[src/rtl/attn_row_sched.sv]
// rtl/attn_row_sched.sv - attention row scheduler: query load, q/k interleave to engine, score forward and saturating row sum
module attn_row_sched #(
  parameter int NKEYS = 8,
  parameter int SUM_W = 17
) (
  input  logic             clk,
  input  logic             rst,
  input  logic             q_vld,
  output logic             q_rdy,
  input  logic [7:0]       q_data,
  input  logic             k_vld,
  output logic             k_rdy,
  input  logic [7:0]       k_data,
  output logic             eng_vld,
  input  logic             eng_rdy,
  output logic [7:0]       eng_data,
  input  logic             res_vld,
  output logic             res_rdy,
  input  logic [8:0]       res_data,
  output logic             sc_vld,
  input  logic             sc_rdy,
  output logic [8:0]       sc_data,
  output logic [7:0]       sc_idx,
  output logic             sum_vld,
  input  logic             sum_rdy,
  output logic [SUM_W-1:0] sum_data,
  output logic             busy
);

  typedef enum logic [2:0] {IDLE, LOADQ, FEED, WAITRES, SUM} state_t;

  state_t           state;
  state_t           state_nx;
  logic [7:0]       qreg [4];
  logic [1:0]       qcnt;
  logic [1:0]       feat;
  logic             phase;      // 0 = query byte (A), 1 = key byte (B)
  logic [7:0]       kidx;
  logic [SUM_W-1:0] sum;

  logic             q_xfer;
  logic             eng_xfer;
  logic             res_xfer;
  logic             last_key;
  logic [SUM_W:0]   sum_ext;
  logic [SUM_W-1:0] sum_sat;

  assign last_key = (kidx == 8'(NKEYS - 1));
  // one extra bit catches the carry so the sum clamps instead of wrapping
  assign sum_ext  = {1'b0, sum} + {{(SUM_W - 8){1'b0}}, res_data};
  assign sum_sat  = sum_ext[SUM_W] ? {SUM_W{1'b1}} : sum_ext[SUM_W-1:0];

  // next state, handshake outputs and transfer strobes; everything forced low while in reset
  always_comb begin
    state_nx = state;
    q_rdy    = 1'b0;
    k_rdy    = 1'b0;
    eng_vld  = 1'b0;
    eng_data = 8'd0;
    res_rdy  = 1'b0;
    sc_vld   = 1'b0;
    sc_data  = 9'd0;
    sc_idx   = 8'd0;
    sum_vld  = 1'b0;
    sum_data = '0;
    busy     = 1'b0;
    q_xfer   = 1'b0;
    eng_xfer = 1'b0;
    res_xfer = 1'b0;
    if (!rst) begin
      busy = (state != IDLE);
      case (state)
        IDLE: begin
          q_rdy  = 1'b1;
          q_xfer = q_vld;
          if (q_vld) state_nx = LOADQ;
        end
        LOADQ: begin
          q_rdy  = 1'b1;
          q_xfer = q_vld;
          if (q_vld && qcnt == 2'd3) state_nx = FEED;
        end
        FEED: begin
          if (!phase) begin
            eng_vld  = 1'b1;
            eng_data = qreg[feat];
            eng_xfer = eng_rdy;
          end else begin
            // key byte goes straight through so it is consumed only with the engine beat
            eng_vld  = k_vld;
            eng_data = k_data;
            k_rdy    = eng_rdy;
            eng_xfer = k_vld & eng_rdy;
            if (k_vld && eng_rdy && feat == 2'd3) state_nx = WAITRES;
          end
        end
        WAITRES: begin
          res_rdy  = sc_rdy;
          sc_vld   = res_vld;
          sc_data  = res_data;
          sc_idx   = kidx;
          res_xfer = res_vld & sc_rdy;
          if (res_vld && sc_rdy) state_nx = last_key ? SUM : FEED;
        end
        SUM: begin
          sum_vld  = 1'b1;
          sum_data = sum;
          if (sum_rdy) state_nx = IDLE;
        end
        default: state_nx = IDLE;
      endcase
    end
  end

  // state register
  always_ff @(posedge clk) begin
    if (rst) state <= IDLE;
    else     state <= state_nx;
  end

  // query storage, beat position, key index and running sum
  always_ff @(posedge clk) begin
    if (rst) begin
      for (int i = 0; i < 4; i++) qreg[i] <= 8'd0;
      qcnt  <= 2'd0;
      feat  <= 2'd0;
      phase <= 1'b0;
      kidx  <= 8'd0;
      sum   <= '0;
    end else begin
      if (q_xfer) begin
        if (state == IDLE) begin
          qreg[0] <= q_data;
          qcnt    <= 2'd1;
        end else begin
          qreg[qcnt] <= q_data;
          qcnt       <= qcnt + 2'd1;
          if (qcnt == 2'd3) begin
            kidx  <= 8'd0;
            feat  <= 2'd0;
            phase <= 1'b0;
            sum   <= '0;
          end
        end
      end
      if (eng_xfer) begin
        phase <= ~phase;
        if (phase) feat <= feat + 2'd1;
      end
      if (res_xfer) begin
        sum <= sum_sat;
        if (!last_key) begin
          kidx  <= kidx + 8'd1;
          feat  <= 2'd0;
          phase <= 1'b0;
        end
      end
    end
  end

endmodule

[config.mk]
export PLATFORM = sky130hd
export DESIGN_NAME = attn_row_sched
export DESIGN_NICKNAME = d
export VERILOG_FILES = /design/src/rtl/attn_row_sched.sv
export SDC_FILE = /design/constraint.sdc
export NUM_CORES = 1
export LEC_CHECK = 0
export ABC_CLOCK_PERIOD_IN_PS = 5570
export CAP_MARGIN = 20
export CORE_MARGIN = 3
export CORE_UTILIZATION = 50
export CTS_CLUSTER_DIAMETER = 30
export DETAILED_ROUTE_END_ITERATION = 6
export PLACE_DENSITY = 0.76
export REMOVE_ABC_BUFFERS = 1
export SLEW_MARGIN = 20
export SYNTH_ARGS = -nofsm -noshare
export SYNTH_HDL_FRONTEND = slang
export SYNTH_SLANG_ARGS = --single-unit
[constraint.sdc]
create_clock -name clk -period 5.57 [get_ports clk]
set_input_delay 1.3925 -clock clk [delete_from_list [all_inputs] [get_ports clk]]
set_output_delay 1.3925 -clock clk [all_outputs]
set_load 0.05 [all_outputs]
# Word level (Yosys, flattened, before mapping)
# Memories as Yosys holds them, arrays and structs flattened. A register that Yosys moved wholly into a read port is not among the register bits.
# Cells that the tools add are included.
# Widths: inputs -> output; s select.
[classes] n_addsub=4 n_eq_ne=14 n_mux=78 n_bitwise=4 n_reduce_logical=12
[ops] op="$mux 17" count=7
[ops] op="$mux 8" count=12
[ops] op="$mux 1" count=39
[ops] op="$mux 3" count=7
[ops] op="$mux 2" count=10
[ops] op="$add 17x9->18" count=1
[ops] op="$mux 9" count=2
[ops] op="$pmux 3 s5" count=1
[ops] op="$ne 2x2->1 const B" count=7
[ops] op="$add 8x1->8 const B" count=1
[ops] op="$eq 8x3->1 const B" count=1
[ops] op="$reduce_or 8->1" count=1
[ops] op="$eq 3x2->1 const B" count=2
[ops] op="$reduce_and 6->1" count=1
[ops] op="$add 2x1->2 const B" count=2
[ops] op="$eq 2x2->1 const B" count=2
[ops] op="$logic_and 1x1->1" count=4
[ops] op="$reduce_bool 2->1" count=2
[ops] op="$eq 3x1->1 const B" count=1
[ops] op="$eq 3x3->1 const B" count=1
[ops] op="$logic_not 3->1" count=1
[ops] op="$reduce_and 3->1" count=1
[ops] op="$reduce_bool 3->1" count=1
[ops] op="$and 1x1->1" count=2
[ops] op="3 further kinds" count=3
[totals] ff_bits=33 ram_bits=32 output_inout_bits=49 wordCells=119 n_memories=1
[memory_table] memory="qreg" words=4 width=8 rd=1 rd_ports_with_merged_regs=1 write_ports=4 line_no="34" text="logic [7:0] qreg [4];"

# Logic depth before layout (Yosys ltp)
# Gate-level depths: netlist of the first run.
[logic_depth] depth_word=10 depth_mapped=9 mapped_depth_nobuf=8

# Worst setup path before layout of the first run
# Ideal clock, no wire load.
[synth_timing] path_kind="input to output" from="input rst" to="output sum_data[10]" arrival_time_ps=3078 t_required_ps=4178 slack_ps=1100 cell_stages=4 cell_sequence="buf_2 -> nor4b_2 -> clkbuf_1 -> and2_1"
[synth_between] elab_chain_len=1
[synth_rtl] item="start, declared" line_no="7" text="input logic rst,"
[synth_rtl] item="$mux 17" line_no="70" text="if (!rst) begin"
[synth_rtl] item="end, declared" line_no="26" text="output logic [SUM_W-1:0] sum_data,"
# Every way passes these cells.

# Final worst setup path of the first run
[layout_timing] from="input rst" to="output sc_data[5]"
[layout_between] elab_chain_len=1
[layout_rtl] item="$mux 9" line_no="70"
[layout_rtl] item="end, declared" line_no="22" text="output logic [8:0] sc_data,"
# Every way passes these cells.

==> results.txt, run 1 <==
----------------------------------------------------
[Floorplanning]
  Cell row count ... 31
  Total I/O pin count ... 82
  Core region area ... 7330 um^2
  Die X ... 93.4 um
  Die area ... 8720 um^2
  Y dimension of the die ... 93.4 um
  Initial core utilization ... 52.1%

[Clock tree]
  Root cell of the clock tree ... sky130_fd_sc_hd__clkbuf_8
  Hold Buf Count CTS ... 0
  Largest buffer count on any clock path ... 2
  Number of sinks handled by clock tree synthesis ... 65
  CTS tree ... done
  CTS H-tree lvls ... 3
  Post-CTS Setup Bufs ... 0
  Worst-path clk slew ... 80 ps
  Clock latency of the later-clocked register in the worst-skew pair ... 340 ps
  Number of buffers inserted during clock tree synthesis ... 9
  CTS resizes ... 0

[Final layout]
  Area taken by flip-flops and latches ... 1620 um^2
  Inserted Diodes ... 0
  Multi-input combinational cell area ... 2080 um^2
  Filler cell count ... 522
  Share of layout cells above drive strength 1 ... 18.7%
  Post-layout nets ... 516
  Area growth from synthesis to layout ... 38.1%
  Final non-filler cell total ... 574

[Drt]
  Drt initial violations ... 139
  Count of unresolved DRC violations after routing ... 0
  Number of vias per cell after detailed routing ... 5.78
  Antenna-violating nets left ... 0
  Routed via count ... 3315
  Post-DR wirelength/cell ... 16.4 um
  Initial DRT Pass Iterations ... 5
  Final routed wirelength across all metal layers ... 9430 um

[Timing]
  Number of pins with negative max-slew slack in the final report ... 0
  Min cycle time layout ... 4470 ps
  Final Setup Violations ... 0
  RSZ-0062 raised after global routing ... no
  Slew at the pin closest to its max-slew limit ... 848 ps
  Total Negative Setup Slacks ... 0 ps
  Final worst clock skew ... 10.5 ps
  Tcrit/Tclk final ... 80.3%
  Total count of hold-check failures in the final report ... 0
  Worst slew margin relative to its limit ... 43.3%
  Timing-limited maximum frequency ... 224 MHz

[Critical path]
  Worst setup EP type ... primary output
  Required time reported for the critical path endpoint ... 4180 ps
  Worst-path fanout max ... 21
  Startpoint class of the critical path ... input pin
  Flop-to-flop setup slack ... 2770 ps
  Crit Path Class ... input pin to primary output
  Signal arrival time at the worst endpoint ... 3080 ps

[Run status]
  Run status ... finished clean

[Pwr]
  Power density relative to cell area ... 241 nW/um^2
  Static leakage power ... 0.00200 uW
  Maximum VDD drop ... 0.139 mV

[Placement]
  Number of placed cells counting well taps ... 558
  Final weighted congestion of routability-driven global placement ... 0.854
  HPWL after DPL ... 6800 um
  Buffers added on ports ... 81

[Logic synthesis]
  Synth Area in Compound Gates ... 11.9%
  Synthesis warning total ... 0
  Share of synthesized cell area in full adder, half adder and majority cells ... 4.46%
  Part of the Yosys area used for sequential elements ... 42.5%
  Xor-xnor portion of the synthesized cell area ... 2.30%
  Fraction of registers with async set/reset ... 0%
  Dominant combinational cell family by area after synthesis ... simple AND/OR/NAND/NOR gates
  Synth Area in Simple Gates ... 28.9%
  Multiplexer share of the synthesized area ... 6.82%
  Number of flops mapped to enable cells by yosys ... 32
  Synth Area per Inst ... 9.74 um^2
  Most used DFF post-synth ... sky130_fd_sc_hd__dfxtp_1
  Register bit count reported by yosys ... 65
  Synthesized instance count ... 392
  Total standard cell area after synthesis ... 3820 um^2
  Post-synthesis cell type count ... 51

[Global route]
  Leftover overflow at the end of global routing ... 0
  Vias in the first global route ... 3162
  Largest net degree at the start of global routing ... 22
  Global Route Usage Sum ... 21.9%
  Global-route wire length before repair ... 15100 um
  Number of antenna violations at the first check in global routing ... 0

[Flow run]
  Number of max-capacitance violations reported ... 0

[Hold path]
  HP Class ... register to register

----------------------------------------------------
layout by cell type, fill, tap and decap left out, types with 5 or more instances in the layout:
master and count:
sky130_fd_sc_hd__nand3b_1 5, sky130_fd_sc_hd__buf_4 16, sky130_fd_sc_hd__o21ai_1 9, sky130_fd_sc_hd__a211oi_1 11, sky130_fd_sc_hd__nand4_1 8, sky130_fd_sc_hd__and3_1 15, sky130_fd_sc_hd__mux2i_1 8, sky130_fd_sc_hd__nor2_1 34
sky130_fd_sc_hd__nor3_1 12, sky130_fd_sc_hd__dfxtp_1 33, sky130_fd_sc_hd__clkdlybuf4s50_1 33, sky130_fd_sc_hd__and2_1 62, sky130_fd_sc_hd__a21oi_1 27, sky130_fd_sc_hd__nand2_1 13, sky130_fd_sc_hd__a31oi_1 6, sky130_fd_sc_hd__edfxtp_1 32
sky130_fd_sc_hd__inv_1 7, sky130_fd_sc_hd__nand3_1 14, sky130_fd_sc_hd__clkbuf_8 9, sky130_fd_sc_hd__mux4_2 8, sky130_fd_sc_hd__buf_12 38, sky130_fd_sc_hd__xor2_1 5, sky130_fd_sc_hd__xnor2_1 5, sky130_fd_sc_hd__ha_1 12
cell families (layout without fill, tap and decap cells):
family          after synthesis  count (layout)
mux                          16              16
compound gates               73              73
simple gates                188             188
buf+inv                      27             110
xor+xnor                     10              10
fa+ha+maj                    13              13
flops                        65              65
per-layer routing:
layer  track usage, %  wire (um)  share of wire [%]  vias up
li1                 -          -                  -     1594
met1             26.7       3880                 41     1577
met2             37.8       4800                 51      128
met3             5.39        612                6.5       16
met4             7.33        138                1.5        0
met5                0          0                  0        -
report_power, final:
part           internal (uW)  leakage, uW  switching [uW]
sequential               531     0.000599            34.0
combinational            115      0.00129             157
clock                    251     0.000108             183
synth_stat cells (8+ instances only):
library cell / count / area (um^2)
sky130_fd_sc_hd__and2_1: 62 / 388
sky130_fd_sc_hd__nor2_1: 34 / 128
sky130_fd_sc_hd__dfxtp_1: 33 / 661
sky130_fd_sc_hd__edfxtp_1: 32 / 961
sky130_fd_sc_hd__a21oi_1: 27 / 135
sky130_fd_sc_hd__and3_1: 15 / 93.8
sky130_fd_sc_hd__nand3_1: 14 / 70.1
sky130_fd_sc_hd__nand2_1: 13 / 48.8
sky130_fd_sc_hd__ha_1: 12 / 150
sky130_fd_sc_hd__nor3_1: 12 / 60.1
sky130_fd_sc_hd__a211oi_1: 11 / 82.6
sky130_fd_sc_hd__clkbuf_1: 10 / 37.5
sky130_fd_sc_hd__o21ai_1: 9 / 45.0
sky130_fd_sc_hd__mux2i_1: 8 / 80.1
sky130_fd_sc_hd__mux4_2: 8 / 180
sky130_fd_sc_hd__nand4_1: 8 / 50.1
stage by stage:
stage	hold WS, ps	setup WS (ps)	cell area, um^2	power (uW)	util [%]
floorplan	463	877	3720	729	-
global placement	501	1130	5060	833	69.0
detailed placement	495	1100	5060	843	69.0
CTS	513	1090	5270	1270	71.9
global route	556	1020	5270	1320	71.9
finish	510	1100	5270	1270	71.9
worst max-delay path: stages:
cell and delay, ps:
sky130_fd_sc_hd__clkdlybuf4s50_1 470, sky130_fd_sc_hd__buf_4 230, sky130_fd_sc_hd__and4bb_2 580, sky130_fd_sc_hd__and2_1 250
sky130_fd_sc_hd__buf_12 150
registers in the layout (all words and copies together), names as in the netlist:
name,count
qcnt,2
state,3
qreg,32
feat,2
sum,17
phase,1
kidx,8
area by class of cell:
type,count,area share [%]
multi-input combinational,300,39.4
clock inverter,6,1.57
sequential,65,30.8
tap,99,2.35
inverter,7,0.499
timing repair buffer,87,23.0
clock buffer,10,2.42
worst paths after layout:
| check | start | end | cells after the start |
|---|---|---|---|
| setup / recovery | rst | sc_data[5] | 5 |
| hold / removal | kidx[1] | kidx[1] | 2 |
| setup reg to reg | state[1] | kidx[3] | 6 |
| hold reg to reg | kidx[1] | kidx[1] | 2 |
Note: power is estimated with default switching activity, not from simulation.
==> run 2, diff against run 1 <==
--- a/config.mk
+++ b/config.mk
@@ -5,13 +5,13 @@
 export SDC_FILE = /design/constraint.sdc
 export NUM_CORES = 1
 export LEC_CHECK = 0
-export ABC_CLOCK_PERIOD_IN_PS = 5570
+export ABC_CLOCK_PERIOD_IN_PS = 3700
 export CAP_MARGIN = 20
 export CORE_MARGIN = 3
-export CORE_UTILIZATION = 50
+export CORE_UTILIZATION = 46
 export CTS_CLUSTER_DIAMETER = 30
 export DETAILED_ROUTE_END_ITERATION = 6
-export PLACE_DENSITY = 0.76
+export PLACE_DENSITY = 0.73
 export REMOVE_ABC_BUFFERS = 1
 export SLEW_MARGIN = 20
 export SYNTH_ARGS = -nofsm -noshare
==> constraint.sdc (replaced) <==
create_clock -name clk -period 3.7 [get_ports clk]
set_input_delay 0.925 -clock clk [delete_from_list [all_inputs] [get_ports clk]]
set_output_delay 0.925 -clock clk [all_outputs]
set_load 0.05 [all_outputs]
==> run 2 against run 1 <==
Compared with the run above:
- critical endpoint is now sc_vld
- critical path type unchanged
- clock skew fell by 5.1 ps
- count of clock-buffer cells in the layout fell by 1
- die area rose by 8.1%
- sequential share of layout area fell by 0.95 points
- clock power rose by 37%
- final cell count rose by 1.6%
==> results.txt, run 2 (synthesis results as in run 1) <==
----------------------------------------------------
[Pwr]
  Maximum VDD drop ... 0.277 mV (+99%)
  Power share of the combinational group ... 23.8% (+2.4 points)
  Clk network pwr share ... 31.4% (-2.7 points)
  Proportion of power drawn by flip-flops and latches ... 44.8% (+0.3 points)
  Switching portion of total power ... 30.6% (+1.1 points)
  Power density relative to cell area ... 349 nW/um^2 (+45%)
  Total internal power ... 1320 uW (+47%)
  P_sw ... 580 uW (+55%)
  Static leakage power ... 0.00205 uW (+2.6%)

[Drt]
  Post-DR wirelength/cell ... 16.5 um (+0.58%)
  Count of unresolved DRC violations after routing ... 0 (unchanged)
  Drt initial violations ... 196 (+41%)
  Routed via count ... 3291 (-0.72%)
  Antenna-violating nets left ... 0 (unchanged)
  Number of vias per cell after detailed routing ... 5.64 (-2.3%)
  Final routed wirelength across all metal layers ... 9630 um (+2.2%)
  Initial DRT Pass Iterations ... 5 (unchanged)

[Global route]
  Vias in the first global route ... 3278 (+3.7%)
  Global Route Usage Sum ... 21.2% (-0.73 points)
  Global-route wire length before repair ... 16300 um (+8.1%)
  Leftover overflow at the end of global routing ... 0 (unchanged)
  Largest net degree at the start of global routing ... 22 (unchanged)
  Number of antenna violations at the first check in global routing ... 0 (unchanged)

[Timing]
  Final Setup Violations ... 0 (unchanged)
  RSZ-0062 raised after global routing ... no
  Final worst clock skew ... 5.40 ps (-5.10 ps)
  Worst slew margin relative to its limit ... 55.5% (+12 points)
  Timing-limited maximum frequency ... 290 MHz
  Number of pins with negative max-slew slack in the final report ... 0 (unchanged)
  Tcrit/Tclk final ... 93.1%
  Total count of hold-check failures in the final report ... 0 (unchanged)
  Slew at the pin closest to its max-slew limit ... 666 ps (-182 ps)
  Min cycle time layout ... 3450 ps

[Critical path]
  Startpoint class of the critical path ... input pin
  Worst setup EP type ... primary output
  Signal arrival time at the worst endpoint ... 2520 ps (-560 ps)
  Worst-path fanout max ... 21 (unchanged)
  Required time reported for the critical path endpoint ... 2770 ps (-1410 ps)
  Crit Path Class ... input pin to primary output

[Flow run]
  Number of max-capacitance violations reported ... 0 (unchanged)

[Final layout]
  Most used cells in the layout excluding fill and tap cells ... sky130_fd_sc_hd__and2_1, sky130_fd_sc_hd__buf_12, sky130_fd_sc_hd__nor2_1
  Area growth from synthesis to layout ... 42.5%
  Share of layout cells above drive strength 1 ... 20.4% (+1.6 points)
  Post-layout nets ... 522 (+1.2%)
  Filler cell count ... 577 (+11%)
  Design area ... 5440 um^2 (+3.2%)
  Largest Register ... qreg
  Biggest regs ... qreg: 32 flops, sum: 17 flops, kidx: 8 flops
  Inserted Diodes ... 0 (unchanged)
  Final non-filler cell total ... 583 (+1.6%)
  Max FFs per register ... 32 (unchanged)
  Leading cell type in the layout, fill and taps excluded ... sky130_fd_sc_hd__and2_1

[Clock tree]
  CTS tree ... done
  CTS resizes ... 0 (unchanged)
  Number of buffers inserted during clock tree synthesis ... 9 (unchanged)
  Post-CTS Setup Bufs ... 0 (unchanged)
  Hold Buf Count CTS ... 0 (unchanged)
  Clock latency of the later-clocked register in the worst-skew pair ... 340 ps (about the same)
  Worst-path clk slew ... 70 ps (about the same)
  CTS H-tree lvls ... 3 (unchanged)
  Root cell of the clock tree ... sky130_fd_sc_hd__clkbuf_8
  Largest buffer count on any clock path ... 2 (unchanged)
  Number of sinks handled by clock tree synthesis ... 65 (unchanged)

[Floorplanning]
  Y dimension of the die ... 97.1 um (+4.0%)
  Total I/O pin count ... 82 (unchanged)
  Die X ... 97.1 um (+4.0%)
  Cell row count ... 32 (+3.2%)
  Core region area ... 7890 um^2 (+7.6%)
  Initial core utilization ... 48.4% (-3.7 points)
  Die area ... 9420 um^2 (+8.1%)

[Run status]
  Run status ... finished clean

[Placement]
  Final weighted congestion of routability-driven global placement ... 0.842 (-1.3%)
  HPWL after DPL ... 6930 um (+1.9%)
  Placed cell area ... 5240 um^2 (+3.6%)
  Number of placed cells counting well taps ... 567 (+1.6%)
  Buffers added on ports ... 81 (unchanged)

[Hold path]
  HP Class ... register to register

----------------------------------------------------
-- run 2: cell count changes in the layout (fill, tap and decap cells not counted), sizes merged --
cell | previous run | this run
clkdlybuf4s50 | 33 | 32
clkinvlp | 0 | 1
clkbuf | 10 | 9
clkinv | 3 | 4
bufinv | 2 | 1
buf | 54 | 61
-- run 2: final timing paths --
| kind | slack, ps | end | depth (start not counted) | startpoint |
|---|---|---|---|---|
| hold reg to reg | 510 | kidx[1] | 2 | kidx[1] |
| setup reg to reg | 1200 | kidx[4] | 6 | state[1] |
| setup / recovery | 250 | sc_vld | 4 | rst |
| hold / removal | 510 | kidx[1] | 2 | kidx[1] |
-- run 2: stage by stage --
step / util (%) / TNS, ps / power, uW / hold slack [ps] / setup WS (ps)
global route: 68.9 / 0 / 1980 / 531 / 153
finish: 68.9 / 0 / 1900 / 510 / 254
global placement: 66.5 / 0 / 1300 / 487 / 331
detailed placement: 66.5 / 0 / 1310 / 496 / 271
CTS: 68.9 / 0 / 1900 / 506 / 270
floorplan: - / -988 / 1100 / 463 / -58.1
-- run 2: area by class of cell --
type / count / area [um^2] / share of cell area, %
clock buffer: 9 / 124 / 2.28
clock inverter: 7 / 70.1 / 1.29
inverter: 7 / 26.3 / 0.483
multi-input combinational: 300 / 2080 / 38.2
sequential: 65 / 1620 / 29.8
tap: 102 / 128 / 2.35
timing repair buffer: 93 / 1390 / 25.6
-- run 2: critical path, cell delays in order --
cell and delay, ps:
sky130_fd_sc_hd__clkdlybuf4s50_1 520, sky130_fd_sc_hd__and4bb_2 660, sky130_fd_sc_hd__and2_1 260, sky130_fd_sc_hd__buf_12 150
-- run 2: power groups by stage --
stage               clock, uW  sequential, uW  combinational (uW)
floorplan                   0             849                 249
global placement            0             862                 436
detailed placement          0             865                 449
CTS                       602             849                 452
global route              637             857                 485
finish                    595             850                 451
-- run 2: layer usage --
layer	wire length, um	vias to the layer above	global-route usage, %
li1	-	1600	-
met1	4150	1599	26.5
met2	4890	83	35.7
met3	493	9	6.10
met4	96	0	5.94
met5	0	-	0
